==> src/rtl/bus_arbiter.sv <==
// bus_arbiter
//   Round-robin arbiter that shares one registered single-master system bus
//   between PORTS requesters (0 = instruction fetch, 1 = data, 2 = DMA).
//   One transaction at a time: the winner's rw/address/wdata are latched onto
//   the bus, held until the slave returns i_bus_ready, then read data is
//   registered back and o_ready pulses to the winner for one cycle.
//   The port that just completed drops to lowest priority on the next grant.
//
//   Optional feature macro: BUS_ARBITER_TIMEOUT_EN
//     When defined, an access that sees no i_bus_ready for TIMEOUT cycles is
//     aborted: o_fault pulses, o_fault_port names the winner, o_rdata reads 0
//     and o_ready still pulses so the requester is released.
//     When undefined, accesses wait indefinitely and o_fault/o_fault_port are 0.
//
// Ports
//   i_clock, i_reset          clock, synchronous active-high reset
//   i_request/i_rw [PORTS]    per-port request and direction (1 = write)
//   i_address/i_wdata         per-port 32-bit fields, port n at [32n+31:32n]
//   o_ready [PORTS]           one-cycle completion pulse to the winner
//   o_rdata                   registered read data, valid with o_ready
//   o_busy [PORTS]            port is requesting while another owns the bus
//   o_bus_request/rw/address/wdata   registered slave-side bus
//   i_bus_ready, i_bus_rdata  slave completion and read data
//   o_fault, o_fault_port     watchdog abort pulse and aborted port index
module bus_arbiter #(
    parameter int PORTS   = 3,
    parameter int TIMEOUT = 1024
) (
    input  logic                i_clock,
    input  logic                i_reset,
    input  logic [PORTS-1:0]    i_request,
    input  logic [PORTS-1:0]    i_rw,
    input  logic [PORTS*32-1:0] i_address,
    input  logic [PORTS*32-1:0] i_wdata,
    output logic [PORTS-1:0]    o_ready,
    output logic [31:0]         o_rdata,
    output logic [PORTS-1:0]    o_busy,
    output logic                o_bus_request,
    output logic                o_bus_rw,
    output logic [31:0]         o_bus_address,
    output logic [31:0]         o_bus_wdata,
    input  logic                i_bus_ready,
    input  logic [31:0]         i_bus_rdata,
    output logic                o_fault,
    output logic [2:0]          o_fault_port
);

    localparam int IDX_W = (PORTS > 1) ? $clog2(PORTS) : 1;

    if (PORTS < 2 || PORTS > 8) begin : g_bad_ports
        $error("bus_arbiter: PORTS must be in 2..8");
    end
    if (TIMEOUT < 1 || TIMEOUT > 65536) begin : g_bad_timeout
        $error("bus_arbiter: TIMEOUT must fit the 16-bit watchdog");
    end

    typedef enum logic [1:0] {
        ST_IDLE   = 2'd0,
        ST_ACCESS = 2'd1,
        ST_DONE   = 2'd2
    } state_t;

    state_t             state_r, state_nxt_s;
    logic [IDX_W-1:0]   last_r, last_nxt_s;
    logic [IDX_W-1:0]   winner_r, winner_nxt_s;
    logic               bus_request_r, bus_request_nxt_s;
    logic               bus_rw_r, bus_rw_nxt_s;
    logic [31:0]        bus_address_r, bus_address_nxt_s;
    logic [31:0]        bus_wdata_r, bus_wdata_nxt_s;
    logic [31:0]        rdata_r, rdata_nxt_s;
    logic [PORTS-1:0]   ready_r, ready_nxt_s;
    logic               grant_s, finish_s, expire_s, timeout_hit_s;
    logic [IDX_W:0]     pick_s;
    logic [31:0]        address_arr_s [PORTS];
    logic [31:0]        wdata_arr_s   [PORTS];

    // Round-robin pick: returns {found, index} of the first requester at or after last+1 (wrapping).
    function automatic logic [IDX_W:0] rr_pick(input logic [IDX_W-1:0] last,
                                               input logic [PORTS-1:0] req);
        logic [IDX_W:0]   result;
        logic [IDX_W-1:0] cand;
        result = {(IDX_W+1){1'b0}};
        // Scan farthest-first so the nearest requester after `last` overwrites and wins.
        for (int off = PORTS; off >= 1; off--) begin
            cand = IDX_W'((int'(last) + off) % PORTS);
            if (req[cand]) begin
                result = {1'b1, cand};
            end else begin
                result = result;
            end
        end
        return result;
    endfunction

    for (genvar p = 0; p < PORTS; p++) begin : g_port
        assign address_arr_s[p] = i_address[32*p +: 32];
        assign wdata_arr_s[p]   = i_wdata[32*p +: 32];
        assign o_busy[p] = i_request[p] && (state_r != ST_IDLE) && (winner_r != IDX_W'(p));
    end

    assign pick_s = rr_pick(last_r, i_request);

    // State register.
    always_ff @(posedge i_clock) begin
        if (i_reset) begin
            state_r <= ST_IDLE;
        end else begin
            state_r <= state_nxt_s;
        end
    end

    // Next-state logic; slave ready beats watchdog expiry in the same cycle.
    always_comb begin
        state_nxt_s = state_r;
        grant_s     = 1'b0;
        finish_s    = 1'b0;
        expire_s    = 1'b0;
        case (state_r)
            ST_IDLE: begin
                if (pick_s[IDX_W]) begin
                    grant_s     = 1'b1;
                    state_nxt_s = ST_ACCESS;
                end else begin
                    state_nxt_s = ST_IDLE;
                end
            end
            ST_ACCESS: begin
                if (i_bus_ready) begin
                    finish_s    = 1'b1;
                    state_nxt_s = ST_DONE;
                end else if (timeout_hit_s) begin
                    expire_s    = 1'b1;
                    state_nxt_s = ST_DONE;
                end else begin
                    state_nxt_s = ST_ACCESS;
                end
            end
            ST_DONE: state_nxt_s = ST_IDLE;
            default: state_nxt_s = ST_IDLE;
        endcase
    end

    // Output logic: next values for the registered bus, data and handshake outputs.
    always_comb begin
        last_nxt_s        = last_r;
        winner_nxt_s      = winner_r;
        bus_request_nxt_s = bus_request_r;
        bus_rw_nxt_s      = bus_rw_r;
        bus_address_nxt_s = bus_address_r;
        bus_wdata_nxt_s   = bus_wdata_r;
        rdata_nxt_s       = rdata_r;
        ready_nxt_s       = {PORTS{1'b0}};
        if (grant_s) begin
            winner_nxt_s      = pick_s[IDX_W-1:0];
            bus_request_nxt_s = 1'b1;
            bus_rw_nxt_s      = i_rw[pick_s[IDX_W-1:0]];
            bus_address_nxt_s = address_arr_s[pick_s[IDX_W-1:0]];
            bus_wdata_nxt_s   = wdata_arr_s[pick_s[IDX_W-1:0]];
        end else if (finish_s) begin
            bus_request_nxt_s     = 1'b0;
            rdata_nxt_s           = i_bus_rdata;
            ready_nxt_s[winner_r] = 1'b1;
            last_nxt_s            = winner_r;
        end else if (expire_s) begin
            // Aborted port also rotates to lowest priority so a dead slave cannot pin the bus.
            bus_request_nxt_s     = 1'b0;
            rdata_nxt_s           = 32'h0000_0000;
            ready_nxt_s[winner_r] = 1'b1;
            last_nxt_s            = winner_r;
        end else begin
            last_nxt_s = last_r;
        end
    end

    // Registered outputs and arbitration bookkeeping.
    always_ff @(posedge i_clock) begin
        if (i_reset) begin
            last_r        <= IDX_W'(PORTS - 1);
            winner_r      <= {IDX_W{1'b0}};
            bus_request_r <= 1'b0;
            bus_rw_r      <= 1'b0;
            bus_address_r <= 32'h0000_0000;
            bus_wdata_r   <= 32'h0000_0000;
            rdata_r       <= 32'h0000_0000;
            ready_r       <= {PORTS{1'b0}};
        end else begin
            last_r        <= last_nxt_s;
            winner_r      <= winner_nxt_s;
            bus_request_r <= bus_request_nxt_s;
            bus_rw_r      <= bus_rw_nxt_s;
            bus_address_r <= bus_address_nxt_s;
            bus_wdata_r   <= bus_wdata_nxt_s;
            rdata_r       <= rdata_nxt_s;
            ready_r       <= ready_nxt_s;
        end
    end

`ifdef BUS_ARBITER_TIMEOUT_EN
    localparam logic [15:0] TIMEOUT_LAST = 16'(TIMEOUT - 1);

    logic [15:0] timeout_cnt_r;
    logic        fault_r;
    logic [2:0]  fault_port_r;

    // Counter holds n-1 in the n-th ACCESS cycle, so expiry lands on the TIMEOUT-th cycle.
    assign timeout_hit_s = (timeout_cnt_r == TIMEOUT_LAST);

    // Watchdog counter: cleared on grant, counts every ACCESS cycle.
    always_ff @(posedge i_clock) begin
        if (i_reset) begin
            timeout_cnt_r <= 16'h0000;
        end else if (grant_s) begin
            timeout_cnt_r <= 16'h0000;
        end else if (state_r == ST_ACCESS) begin
            timeout_cnt_r <= timeout_cnt_r + 16'h0001;
        end else begin
            timeout_cnt_r <= timeout_cnt_r;
        end
    end

    // Fault pulse and sticky index of the last aborted port.
    always_ff @(posedge i_clock) begin
        if (i_reset) begin
            fault_r      <= 1'b0;
            fault_port_r <= 3'b000;
        end else begin
            fault_r <= expire_s;
            if (expire_s) begin
                fault_port_r <= 3'(winner_r);
            end else begin
                fault_port_r <= fault_port_r;
            end
        end
    end

    assign o_fault      = fault_r;
    assign o_fault_port = fault_port_r;
`else
    assign timeout_hit_s = 1'b0;
    assign o_fault       = 1'b0;
    assign o_fault_port  = 3'b000;
`endif

    assign o_ready       = ready_r;
    assign o_rdata       = rdata_r;
    assign o_bus_request = bus_request_r;
    assign o_bus_rw      = bus_rw_r;
    assign o_bus_address = bus_address_r;
    assign o_bus_wdata   = bus_wdata_r;

endmodule

==> config.mk <==
export PLATFORM = sky130hd
export DESIGN_NAME = bus_arbiter
export DESIGN_NICKNAME = d
export VERILOG_FILES = /design/src/rtl/bus_arbiter.sv
export SDC_FILE = /design/constraint.sdc
export NUM_CORES = 1
export LEC_CHECK = 0
export BUFFER_PORTS_ARGS = -buffer_cell sky130_fd_sc_hd__buf_2
export CAP_MARGIN = 10
export CORE_AREA = 10 10 124 126
export CTS_BUF_LIST = sky130_fd_sc_hd__clkbuf_4 sky130_fd_sc_hd__clkbuf_8
export CTS_CLUSTER_SIZE = 8
export DETAILED_ROUTE_END_ITERATION = 10
export DIE_AREA = 0 0 134 136
export PLACE_DENSITY = 0.8
export SLEW_MARGIN = 5
export SYNTH_ARGS = -nofsm -noshare
export SYNTH_HDL_FRONTEND = slang
export SYNTH_SLANG_ARGS = --single-unit
==> constraint.sdc <==
create_clock -name i_clock -period 5.23 [get_ports i_clock]
set_input_delay 0.523 -clock i_clock [delete_from_list [all_inputs] [get_ports i_clock]]
set_output_delay 0.523 -clock i_clock [all_outputs]
set_load 0.01 [all_outputs]
==> reports/results.tsv <==
metric	value	unit
outcome	complete, no violations	
GR Util All Layers	18.26	%
r2r endpoint	o_bus_wdata[19]	
reg2reg start	last_r[0]	
CORE AREA	12980	sq um
vias	4970	
Area Growth Syn to Fin	40.40	%
largest net degree at the start of global routing	66	
DRC	0	
register area	2142	sq um
syn avg cell area	9.135	sq um
number of port buffers	336	
CP endpoint kind	flop	
number of global-route vias before repair	4995	
slew margin rel.	29.35	%
RSZ-0062 raised after global routing	false	
Multi-input gate area	2328	sq um
I/O pins	341	
CP Capture Point	o_bus_wdata[19]	
sequential power share	46.8	%
Post-Syn Instances	518	
first-pass GRT wire length	26830	microns
Fmax achieved	353.1	MHz
ant diodes	0	
CTS Sinks	107	
CTS tree	built	
clk_lat worst skew	380	ps
Hold Crit Depth	3	
total power	2.069	mW
Hold Crit Class	input pin to flop	
min Tclk post-route	2832	ps
FP Rows	42	
DP HPWL	14290	microns
ranking of synthesized cells by area	dfxtp_1, mux2i_1, a22oi_1	
Async SR Flop Fraction	0	%
RePlAce Congestion	0.8530	
Die X	134	microns
Yosys cell types	39	
critical path type	flop to flop	
final instance area	6644	sq um
Setup TNS	0	ps
FILL cells	1249	
drt pass-1 iters	7	
Slew @ Worst Pin	1060	ps
CP Launch Type	flop	
final slew viol count	0	
power per cell area	311.4	nW/um^2
CTS Hold Bufs	0	
Fin. Hold Viols	0	
worst endpoint data arrival time	3080	ps
Nets	1062	
setup bufs post-CTS	0	
maximum VDD drop	190.5	uV
Mapped Area	4732	sq um
post-route ant nets	0	
reg2reg path depth	8	
worst-path maximum fanout	65	
final setup violation count	0	
Worst Setup SP	last_r[0]	
largest area contributor in the netlist	dfxtp_1	
Starting DRT DRC Count	299	
Post-synth EDFFs	0	
Clock transition at path regs	110	ps
Net Sw Frac	32.03	%
total CTS buffers	9	
dpl cell area	6436	sq um
layout cells sized above 1	43.92	%
period utilization	54.16	%
Layout Skew	10.57	ps
Combinational Power Share	27.4	%
hold path startpoint	i_bus_rdata[8]	
Reg2Reg Setup Slack	2400	ps
post_cts resized	0	
Root Driver	clkbuf_8	
Yosys top cell area share	45.27	%
final WL	18120	microns
Leakage	3.445	nW
wire length per cell	18.00	microns
max_cap viols	0	
H-tree Lvls	3	
grt total ovfl	0	
initial antenna violation count	0	
ys flop type	dfxtp_1	
Yosys warning count	0	
Die Y	136	microns
Longest Clk Path Bufs	2	
Initial Utilization	36.46	%
via-per-instance ratio	4.935	
register bit total from synthesis	107	
required time of the critical path	5480	ps
sequential area share after synthesis	45.27	%
full die area	18220	sq um
P_int	1.406	mW
hold_ws	369.2	ps
Clk network pwr share	25.8	%
NetSw	0.6626	mW
## worst min-delay path by stage
stage | to
finish | o_rdata[8]
global placement | o_rdata[12]
floorplan | last_r[0]
global route | o_bus_wdata[10]
CTS | o_rdata[8]
detailed placement | o_rdata[0]
## layer usage
layer / GRT usage (%) / up-vias / wire length (microns)
li1: - / 2471 / -
met2: 32.90 / 222 / 9137
met5: 0 / - / 0
met3: 7.970 / 16 / 1928
met1: 18.86 / 2261 / 6815
met4: 5.260 / 0 / 242
## metrics by stage
| stage | setup slack (ps) | util (%) | instances |
|---|---|---|---|
| floorplan | 3194 | - | 521 |
| global placement | 2429 | 49.59 | 991 |
| detailed placement | 2351 | 49.59 | 991 |
| CTS | 2403 | 51.19 | 1007 |
| finish | 2398 | 51.19 | 1007 |
| global route | 2205 | 51.19 | 1007 |
## synthesized netlist by cell type (2+ instances only)
cell type,n
a21oi_1,35
a22oi_1,65
and3_1,2
and3b_1,2
buf_1,2
buf_2,12
buf_4,9
buf_6,6
clkbuf_1,14
clkbuf_2,5
dfxtp_1,107
ha_1,3
inv_1,5
mux2_2,2
mux2i_1,67
nand2_1,72
nand2b_1,2
nand3b_1,3
nor2_1,12
nor3_1,3
o211ai_1,2
o21ai_0,19
o21ai_1,52
or2_2,2
## worst max-delay path, cell delays in order (launching register included)
cell      delay, ps
dfxtp_1         370
inv_1            70
ha_1            490
and3b_1         220
o21ai_1          60
o211ai_1        160
a21o_4          860
mux2i_1         330
o21ai_1          90
## layout by cell type (no fill, tap or decap), types with 2 or more instances in the layout
| cell | instances |
|---|---|
| o21ai_1 | 52 |
| clkbuf_8 | 10 |
| buf_2 | 336 |
| buf_4 | 6 |
| ha_1 | 3 |
| inv_6 | 3 |
| and3b_1 | 2 |
| a21oi_1 | 35 |
| inv_1 | 5 |
| mux2_2 | 2 |
| a22oi_1 | 65 |
| nand2b_1 | 2 |
| or2_2 | 2 |
| dfxtp_1 | 107 |
| and3_1 | 2 |
| o21ai_0 | 19 |
| nand2_1 | 72 |
| nand3b_1 | 3 |
| mux2i_1 | 67 |
| nor2_1 | 11 |
| nor3_1 | 3 |
| o211ai_1 | 2 |
| conb_1 | 4 |
## area by class of cell
class | count | area share [%]
multi-input cells | 361 | 35.05
flip-flops and latches | 107 | 32.24
repair buffers | 342 | 25.99
well taps | 176 | 3.314
clock buffers | 10 | 2.072
clock inverters | 6 | 1.055
inverters | 5 | 0.2825
## cell families (layout without fill, tap and decap cells)
| group | after synthesis | in the layout | synth area share, % |
|---|---|---|---|
| AO/OA/AOI/OAI | 182 | 182 | 23.61 |
| AND/OR/NAND/NOR | 103 | 103 | 9.281 |
| multiplexers | 69 | 69 | 14.65 |
| buffers and inverters | 53 | 363 | 6.319 |
| other | 1 | 4 | 0.07925 |
| flip-flops | 107 | 107 | 45.27 |
| adder cells (fa/ha/maj) | 3 | 3 | 0.7933 |
## power groups by stage
stage	Combinational, mW	Sequential [mW]	Clock (mW)
3_5_place_dp	0.573	0.985	0
6_report	0.567	0.968	0.533
3_3_place_gp	0.563	0.984	0
2_1_floorplan	0.275	1.03	0
5_1_grt	0.619	0.980	0.571
4_1_cts	0.574	0.968	0.551
## sequential cells by signal (all words and copies together) (netlist names)
| register | cells |
|---|---|
| o_bus_rw | 1 |
| last_r | 2 |
| o_rdata | 32 |
| o_ready | 3 |
| o_bus_wdata | 32 |
| o_bus_request | 1 |
| o_bus_address | 32 |
| winner_r | 2 |
| state_r | 2 |
Note: power is estimated with default switching activity, not from simulation.
